$ cat src/rtl/uart_pkg.sv
// Shared UART types, default timing parameters and small helpers.
package uart_pkg;

  typedef enum logic [1:0] {
    IDLE      = 2'd0,
    START_CHK = 2'd1,
    BITS      = 2'd2,
    WAIT_HIGH = 2'd3
  } rx_state_e;

  localparam int unsigned OVS_DEF       = 16;
  localparam int unsigned OVS_DIV_DEF   = 27;
  localparam int unsigned DATA_BITS_DEF = 8;

  // 2-of-3 vote used for mid-bit sampling
  function automatic logic maj3(input logic a, input logic b, input logic c);
    return (a & b) | (a & c) | (b & c);
  endfunction

endpackage

$ cat src/rtl/uart_os_tick.sv
// Oversample timebase: one-cycle tick every DIV clocks, phase-aligned to restart.
module uart_os_tick
  import uart_pkg::*;
#(
  parameter int unsigned DIV = OVS_DIV_DEF
) (
  input  logic clk,
  input  logic arst_n,
  input  logic restart,
  output logic tick
);

  localparam int unsigned CW = (DIV > 1) ? $clog2(DIV) : 1;

  logic [CW-1:0] cnt;

  // After restart in cycle R, tick k appears in cycle R + k*DIV
  always_ff @(posedge clk or negedge arst_n) begin
    if (!arst_n) begin
      cnt  <= '0;
      tick <= 1'b0;
    end else if (restart) begin
      cnt  <= '0;
      tick <= 1'b0;
    end else begin
      cnt  <= (cnt == CW'(DIV - 1)) ? '0 : cnt + CW'(1);
      tick <= (cnt == CW'(DIV - 2));
    end
  end

endmodule

$ cat src/rtl/uart_rx_sampler.sv
// UART receive front-end: rxd synchroniser, start-bit validation and
// mid-bit majority voting of data and stop bits.
module uart_rx_sampler
  import uart_pkg::*;
#(
  parameter int unsigned OVS_DIV   = OVS_DIV_DEF,
  parameter int unsigned OVS       = OVS_DEF,
  parameter int unsigned DATA_BITS = DATA_BITS_DEF
) (
  input  logic clk,
  input  logic arst_n,
  input  logic rst,
  input  logic rx_en,
  input  logic rxd,
  output logic start_tick,
  output logic bit_en,
  output logic bit_val,
  output logic bit_is_stop,
  output logic stop_bit,
  output logic false_start,
  output logic busy
);

  localparam int unsigned SUB_W = $clog2(OVS);
  localparam int unsigned BIT_W = $clog2(DATA_BITS + 1);

  localparam logic [SUB_W-1:0] SUB_LAST = SUB_W'(OVS - 1);
  localparam logic [SUB_W-1:0] SMP_A    = SUB_W'(OVS / 2 - 1);
  localparam logic [SUB_W-1:0] SMP_B    = SUB_W'(OVS / 2);
  localparam logic [SUB_W-1:0] SMP_C    = SUB_W'(OVS / 2 + 1);
  localparam logic [BIT_W-1:0] BIT_LAST = BIT_W'(DATA_BITS);

  rx_state_e        state;
  logic             sync_q, rxd_s, rxd_prev;
  logic [SUB_W-1:0] sub_cnt;
  logic [BIT_W-1:0] bit_cnt;
  logic [1:0]       samp;
  logic             tick;
  logic             detect_c;
  logic             vote_c;

  // Two-flop synchroniser plus history flop for falling-edge detection
  always_ff @(posedge clk or negedge arst_n) begin
    if (!arst_n) begin
      sync_q   <= 1'b1;
      rxd_s    <= 1'b1;
      rxd_prev <= 1'b1;
    end else if (rst) begin
      sync_q   <= 1'b1;
      rxd_s    <= 1'b1;
      rxd_prev <= 1'b1;
    end else begin
      sync_q   <= rxd;
      rxd_s    <= sync_q;
      rxd_prev <= rxd_s;
    end
  end

  assign detect_c = (state == IDLE) && rx_en && !rst && !rxd_s && rxd_prev;
  assign vote_c   = maj3(samp[0], samp[1], rxd_s);

  uart_os_tick #(
    .DIV (OVS_DIV)
  ) u_os_tick (
    .clk     (clk),
    .arst_n  (arst_n),
    .restart (detect_c),
    .tick    (tick)
  );

  // sub_cnt starts at 1 so that during tick k it reads k mod OVS
  always_ff @(posedge clk or negedge arst_n) begin
    if (!arst_n) begin
      state       <= IDLE;
      sub_cnt     <= '0;
      bit_cnt     <= '0;
      samp        <= '0;
      start_tick  <= 1'b0;
      bit_en      <= 1'b0;
      bit_val     <= 1'b0;
      bit_is_stop <= 1'b0;
      stop_bit    <= 1'b1;
      false_start <= 1'b0;
      busy        <= 1'b0;
    end else begin
      start_tick  <= 1'b0;
      bit_en      <= 1'b0;
      bit_is_stop <= 1'b0;
      false_start <= 1'b0;
      if (rst || !rx_en) begin
        state    <= IDLE;
        sub_cnt  <= '0;
        bit_cnt  <= '0;
        samp     <= '0;
        stop_bit <= 1'b1;
        busy     <= 1'b0;
        if (rst) bit_val <= 1'b0;
      end else begin
        case (state)
          IDLE: begin
            // busy lingers through the cycle after a frame ends
            busy <= detect_c;
            if (detect_c) begin
              state   <= START_CHK;
              sub_cnt <= SUB_W'(1);
              bit_cnt <= '0;
            end
          end
          START_CHK, BITS: begin
            if (tick) begin
              sub_cnt <= (sub_cnt == SUB_LAST) ? '0 : sub_cnt + SUB_W'(1);
              if (sub_cnt == SMP_A) samp[0] <= rxd_s;
              if (sub_cnt == SMP_B) samp[1] <= rxd_s;
              if (sub_cnt == SMP_C) begin
                if (state == START_CHK) begin
                  if (vote_c) begin
                    false_start <= 1'b1;
                    state       <= IDLE;
                  end else begin
                    start_tick <= 1'b1;
                    state      <= BITS;
                    bit_cnt    <= '0;
                  end
                end else begin
                  bit_en  <= 1'b1;
                  bit_val <= vote_c;
                  if (bit_cnt == BIT_LAST) begin
                    bit_is_stop <= 1'b1;
                    stop_bit    <= vote_c;
                    state       <= vote_c ? IDLE : WAIT_HIGH;
                  end else begin
                    bit_cnt <= bit_cnt + BIT_W'(1);
                  end
                end
              end
            end
          end
          WAIT_HIGH: begin
            if (rxd_s) state <= IDLE;
          end
          default: state <= IDLE;
        endcase
      end
    end
  end

endmodule
$ cat config.mk
export PLATFORM = sky130hd
export DESIGN_NAME = uart_rx_sampler
export DESIGN_NICKNAME = d
export VERILOG_FILES = /design/src/rtl/uart_pkg.sv /design/src/rtl/uart_os_tick.sv /design/src/rtl/uart_rx_sampler.sv
export SDC_FILE = /design/constraint.sdc
export NUM_CORES = 1
export LEC_CHECK = 0
export BUFFER_PORTS_ARGS = -buffer_cell sky130_fd_sc_hd__buf_2
export CELL_PAD_IN_SITES_DETAIL_PLACEMENT = 0
export CELL_PAD_IN_SITES_GLOBAL_PLACEMENT = 1
export CORE_MARGIN = 8
export CORE_UTILIZATION = 43
export CTS_CLUSTER_DIAMETER = 80
export DETAILED_ROUTE_END_ITERATION = 16
export PLACE_DENSITY_LB_ADDON = 0.08
export SLEW_MARGIN = 20
export SYNTH_ARGS = -nofsm -noshare
export SYNTH_HDL_FRONTEND = slang
export SYNTH_HIERARCHICAL = 1
export SYNTH_SLANG_ARGS = --single-unit
$ cat constraint.sdc
create_clock -name clk -period 6.34 [get_ports clk]
set_input_delay 1.902 -clock clk [delete_from_list [all_inputs] [get_ports clk]]
set_output_delay 1.902 -clock clk [all_outputs]
set_load 0.005 [all_outputs]
Yosys cells after proc, flatten, opt, wreduce, memory -nomap -nowiden
Index checks and enable logic that the tools add are counted.
- memory bits (read-only): 0
- output and inout bits: 7
- bits in registers: 28
- RAM bits: 0
- latch bits: 0
- memories: 0
- word-level logic and storage cells: 140
- input port bits: 5
- multiply operators: 0
- bitwise operators: 5
- add/subtract/negate cells: 3
- shift-type cells: 0
- mux-type cells: 71
- equality and inequality tests: 19
- $lt $le $gt $ge: 0
- reduce and logical (&&, ||, !) cells: 25
- divide/modulo/power cells: 0
- operators by type and width (operator ; number):
    2-to-1 mux 4 bit ; 11
    2-to-1 mux 1 bit ; 43
    2-to-1 mux 2 bit ; 12
    == test 4 bit (second input constant) ; 4
    one-hot mux 4 bit (2 select lines) ; 2
    AND reduction 5 bit ; 3
    nonzero test 2 bit ; 7
    != test 4 bit (second input constant) ; 3
    == test 5 bit (second input constant) ; 2
    2-to-1 mux 5 bit ; 2
    AND reduction 3 bit ; 3
    adder 4 x 1 -> 4 bit (second input constant) ; 2
    != test 3 x 2 -> 1 bit (second input constant) ; 2
    != test 3 bit (second input constant) ; 2
    one-hot mux 2 bit (3 select lines) ; 1
    AND reduction 6 bit ; 1
    adder 5 x 1 -> 5 bit (second input constant) ; 1
    == test 2 bit (second input constant) ; 2
    == test 4 x 3 -> 1 bit (second input constant) ; 1
    logical AND 1 bit ; 4
    != test 2 bit (second input constant) ; 2
    AND 1 bit ; 3
    zero test 1 bit ; 3
    nonzero test 3 bit ; 1
    other kinds (5) ; 6

Depth between registers and ports, before layout
- depth in word-level cells: 10
- depth in mapped cells: 8
- depth with buffers taken out: 7

Cells and area by module
Netlist, hierarchy kept.
- modules (own cells, without submodules) (module ; cells an instance ; area each (um^2) ; times used ; seq. area each (um^2)):
    uart_rx_sampler ; 129 ; 1258.7 ; 1 ; 555.5
    uart_os_tick ; 25 ; 274.0 ; 1 ; 150.1

Least setup slack after synthesis
OpenSTA, ideal clock, no wires.
- kind: in2reg
- start: input rx_en
- end: register bit_cnt[3]
- buffers on the path: 1
- data arrival time: 3.071 ns
- path slack: 3.200 ns
- stages on the path: 6
- required time: 6.271 ns
- setup time: 0.069 ns
- cells stage by stage: nor2b_1 -> buf_2 -> a32oi_2 -> o211ai_4 -> or4_1 -> nand3_1
- cells in the longest elaborated chain, start to end: 6
- elaborated cells between the ends (all ways): 14
- classes of those cells: 5 x eq/ne; 1 x mux; 8 x reduce/logical
- ends and longest elaborated chain (item ; line ; source):
    start, declared ; uart_rx_sampler.sv:13 ; input logic rx_en,
    logical AND 1 bit (4 in a row) ; uart_rx_sampler.sv:59 ; assign detect_c = (state == IDLE) && rx_en && !rst && !rxd_s && rxd_prev;
    != test 3 x 2 -> 1 bit (no source line) ; -- ;
    AND reduction 6 bit (no source line) ; -- ;
    end signal, assigned ; uart_rx_sampler.sv:132 ; bit_cnt <= bit_cnt + BIT_W'(1);
    end, declared ; uart_rx_sampler.sv:36 ; logic [BIT_W-1:0] bit_cnt;
Several ways; a longest one is shown, not always the timed one.
A chain may end at the register's enable or synchronous reset.

Worst setup path in the final report
- start: input rst
- end: register bit_cnt[3]
- cells in the longest elaborated chain, start to end: 6
- elaborated cells between the ends (all ways): 13
- classes of those cells: 5 x eq/ne; 1 x mux; 7 x reduce/logical
- ends and longest elaborated chain (item ; line ; source):
    start, declared ; uart_rx_sampler.sv:12 ; input logic rst,
    zero test 1 bit ; uart_rx_sampler.sv:59 ;
    logical AND 1 bit (3 in a row) ; uart_rx_sampler.sv:59 ;
    != test 3 x 2 -> 1 bit (no source line) ; -- ;
    AND reduction 6 bit (no source line) ; -- ;
Several ways; a longest one is shown, not always the timed one.

==> reports/summary.txt <==
mux cell area share after synthesis: 0.0335
register area: 706 um^2
WHS: 0.526 ns
Post-route DRC: 0
1st-iter DRT viols: 38
routed vias: 1,093
Synth Area in Adders: 0.113
min cycle time layout: 3.08 ns
fin crit share: 0.486
Congestion Overflow GR: 0
Longest Clk Path Bufs: 2
Synth Register Bits: 28
XOR/XNOR Fraction of Synth Area: 0.0171
Synth cell types: 38
Syn-to-layout area delta: 7.92%
# diodes: 0
Power Density: 234 nW/um^2
Post-CTS Resized: 0
routability cong.: 0.774
port bufs: 11
RSZ-0062 raised after global routing: no
antenna-violating nets left: 0
Die ar.: 5730 um^2
vias in the first global route: 1,038
boundary pin count: 12
Critical Path Source Type: primary input
Sink Count: 28
number of CTS-inserted buffers: 3
Post-synth EDFFs: 0
# rows: 21
Slew Limit Headroom: 0.539
max-capacitance violation count: 0
worst skew pair latency: 0.33 ns
Final nets: 185
Clk pin slew, worst setup/hold paths: 0.15 ns
simple-gate share of the synthesized area: 0.217
Hold Buf Count CTS: 0
Post-CTS Setup Repair Bufs: 0
core footprint: 3390 um^2
CP Max Fanout: 10
Die W: 75.7 um
setup violators final: 0
critical path class: in2reg
outcome: completed
final setup TNS: 0 ns
complex-gate fraction of the synthesized area: 0.109
CTS tree: yes
syn nets: 172
first-pass GRT wire length: 5.04 mm
largest family of logic cells by synthesized area: simple AND/OR/NAND/NOR gates
skew final: 0.00656 ns
fmax: 0.324 GHz
Peak VDD IR: 0.117 mV
area of the multi-input gates: 751 um^2
synth warn: 6
TritonRoute pass-1 iters: 4
Root Driver: clkbuf_4
HP Class: reg2reg
sequential area share after synthesis: 0.460
total wire length: 2.91 mm
Die Ht: 75.7 um
Total GRT Usage: 0.117
Fill cells: 333
endpoints failing hold: 0
Syn Area/Cell: 9.95 um^2
Worst Path Required: 6.62 ns
wire per inst: 13.7 um
Vias per Instance: 5.16
Slew Limit Fails: 0
pin count of the biggest net entering global routing: 29
Least-Margin Pin Slew: 0.690 ns
Starting Density: 0.452
Max H-tree Level: 1
Worst setup EP type: flip-flop
antenna violations before repair: 0
Crit path arrival time: 3.37 ns
Mapped Area: 1530 um^2
ys flop type: dfrtp_1
HPWL after DPL: 2.17 mm
share of cells above drive strength 1: 0.187
asr flop ratio synth: 1.00
Leak: 0.000773 uW
Final Power: 387 uW
Post-Synthesis Cells: 154
==> cells in the mapped netlist (2+ instances only) <==
cell type  number  area share
inv_1          12       0.029
buf_6           2       0.015
nor3_1          4       0.013
nand2b_1        4       0.016
o21ai_0         8       0.026
nor2_1         19       0.047
dfstp_2         4       0.069
nor2b_1         2      0.0082
or2_2           3       0.012
nand3b_1        2      0.0098
dfrtp_1        24        0.39
ha_1           13        0.11
nand4_1         2      0.0082
mux2i_1         4       0.026
nand2_1        14       0.034
xor2_1          2       0.011
o22ai_1         2      0.0082
nand3_1        10       0.033
a21oi_1         4       0.013
==> routing by layer <==
| metal | vias up | GRT usage | part of all wire |
|---|---|---|---|
| li1 | 550 | - | - |
| met5 | - | 0 | 0 |
| met3 | 5 | 0.0197 | 0.029 |
| met2 | 18 | 0.168 | 0.43 |
| met4 | 0 | 0.0448 | 0.017 |
| met1 | 520 | 0.170 | 0.52 |
==> stage by stage <==
step / cell area [um^2] / utilization / cells / worst slack, ns
finish: 1650 / 0.488 / 212 / 3.26
global route: 1650 / 0.488 / 212 / 3.21
CTS: 1650 / 0.488 / 212 / 3.26
detailed placement: 1620 / 0.477 / 208 / 2.90
global placement: 1620 / 0.477 / 208 / 2.95
floorplan: 1530 / - / 154 / 3.20
==> cell type report <==
class | instances | area share
Clock buffer | 4 | 0.0219
Inverter | 13 | 0.0295
Multi-Input combinational cell | 110 | 0.454
Sequential cell | 28 | 0.427
Tap cell | 46 | 0.0348
Timing Repair Buffer | 11 | 0.0333
==> critical path, stage by stage <==
cell      delay [ns]
buf_2           0.13
nand2b_1        0.35
or2_0           0.38
or4_1           0.52
nand3_1         0.09
==> cell families (layout without fill, tap and decap cells) <==
family / Yosys count / after routing
flip-flops: 28 / 28
XOR/XNOR: 3 / 3
AO/OA/AOI/OAI: 22 / 22
AND/OR/NAND/NOR: 66 / 66
multiplexers: 5 / 5
adder cells (fa/ha/maj): 14 / 14
buffers and inverters: 16 / 28
==> sequential cells by signal, indices dropped and copies added (netlist names), 2 cells and up <==
| register | flops |
|---|---|
| bit_cnt | 4 |
| sub_cnt | 4 |
| samp | 2 |
| u_os_tick/cnt | 5 |
| state | 2 |
==> worst paths after layout <==
path / slack (ns) / start / endpoint / cells past startpoint
max: 3.26 / rst / bit_cnt[3] / 5
min: 0.53 / stop_bit / stop_bit / 2
max reg2reg: 3.99 / state[0] / bit_cnt[3] / 7
min reg2reg: 0.53 / stop_bit / stop_bit / 2
max in group asynchronous: 4.39 / arst_n / u_os_tick/cnt[1] / 1
min in group asynchronous: 1.55 / arst_n / false_start / 1
==> layout by cell type (no fill, tap or decap), drive strengths merged <==
master / count
or4: 1
o41ai: 1
nand4: 2
mux2: 1
nor2b: 2
nor3: 4
nand4b: 1
and4bb: 1
a41o: 1
nor3b: 1
inv: 13
o21ai: 8
nor2: 19
o211ai: 2
clkbuf: 4
mux2i: 4
xor2: 2
nand3: 10
or2: 4
o22ai: 2
nand2: 14
dfstp: 4
buf: 11
a31o: 1
a32oi: 1
maj3: 1
and3b: 1
xnor2: 1
dfrtp: 24
a21o: 1
ha: 13
a21oi: 4
nand2b: 4
nand3b: 2
a22oi: 1
==> power breakdown <==
part | internal [uW] | switching [uW]
clock network | 35.2 | 52.3
logic | 33.4 | 44.6
registers | 199 | 22.4
total | 268 | 119
Note: power is estimated with default switching activity, not from simulation.
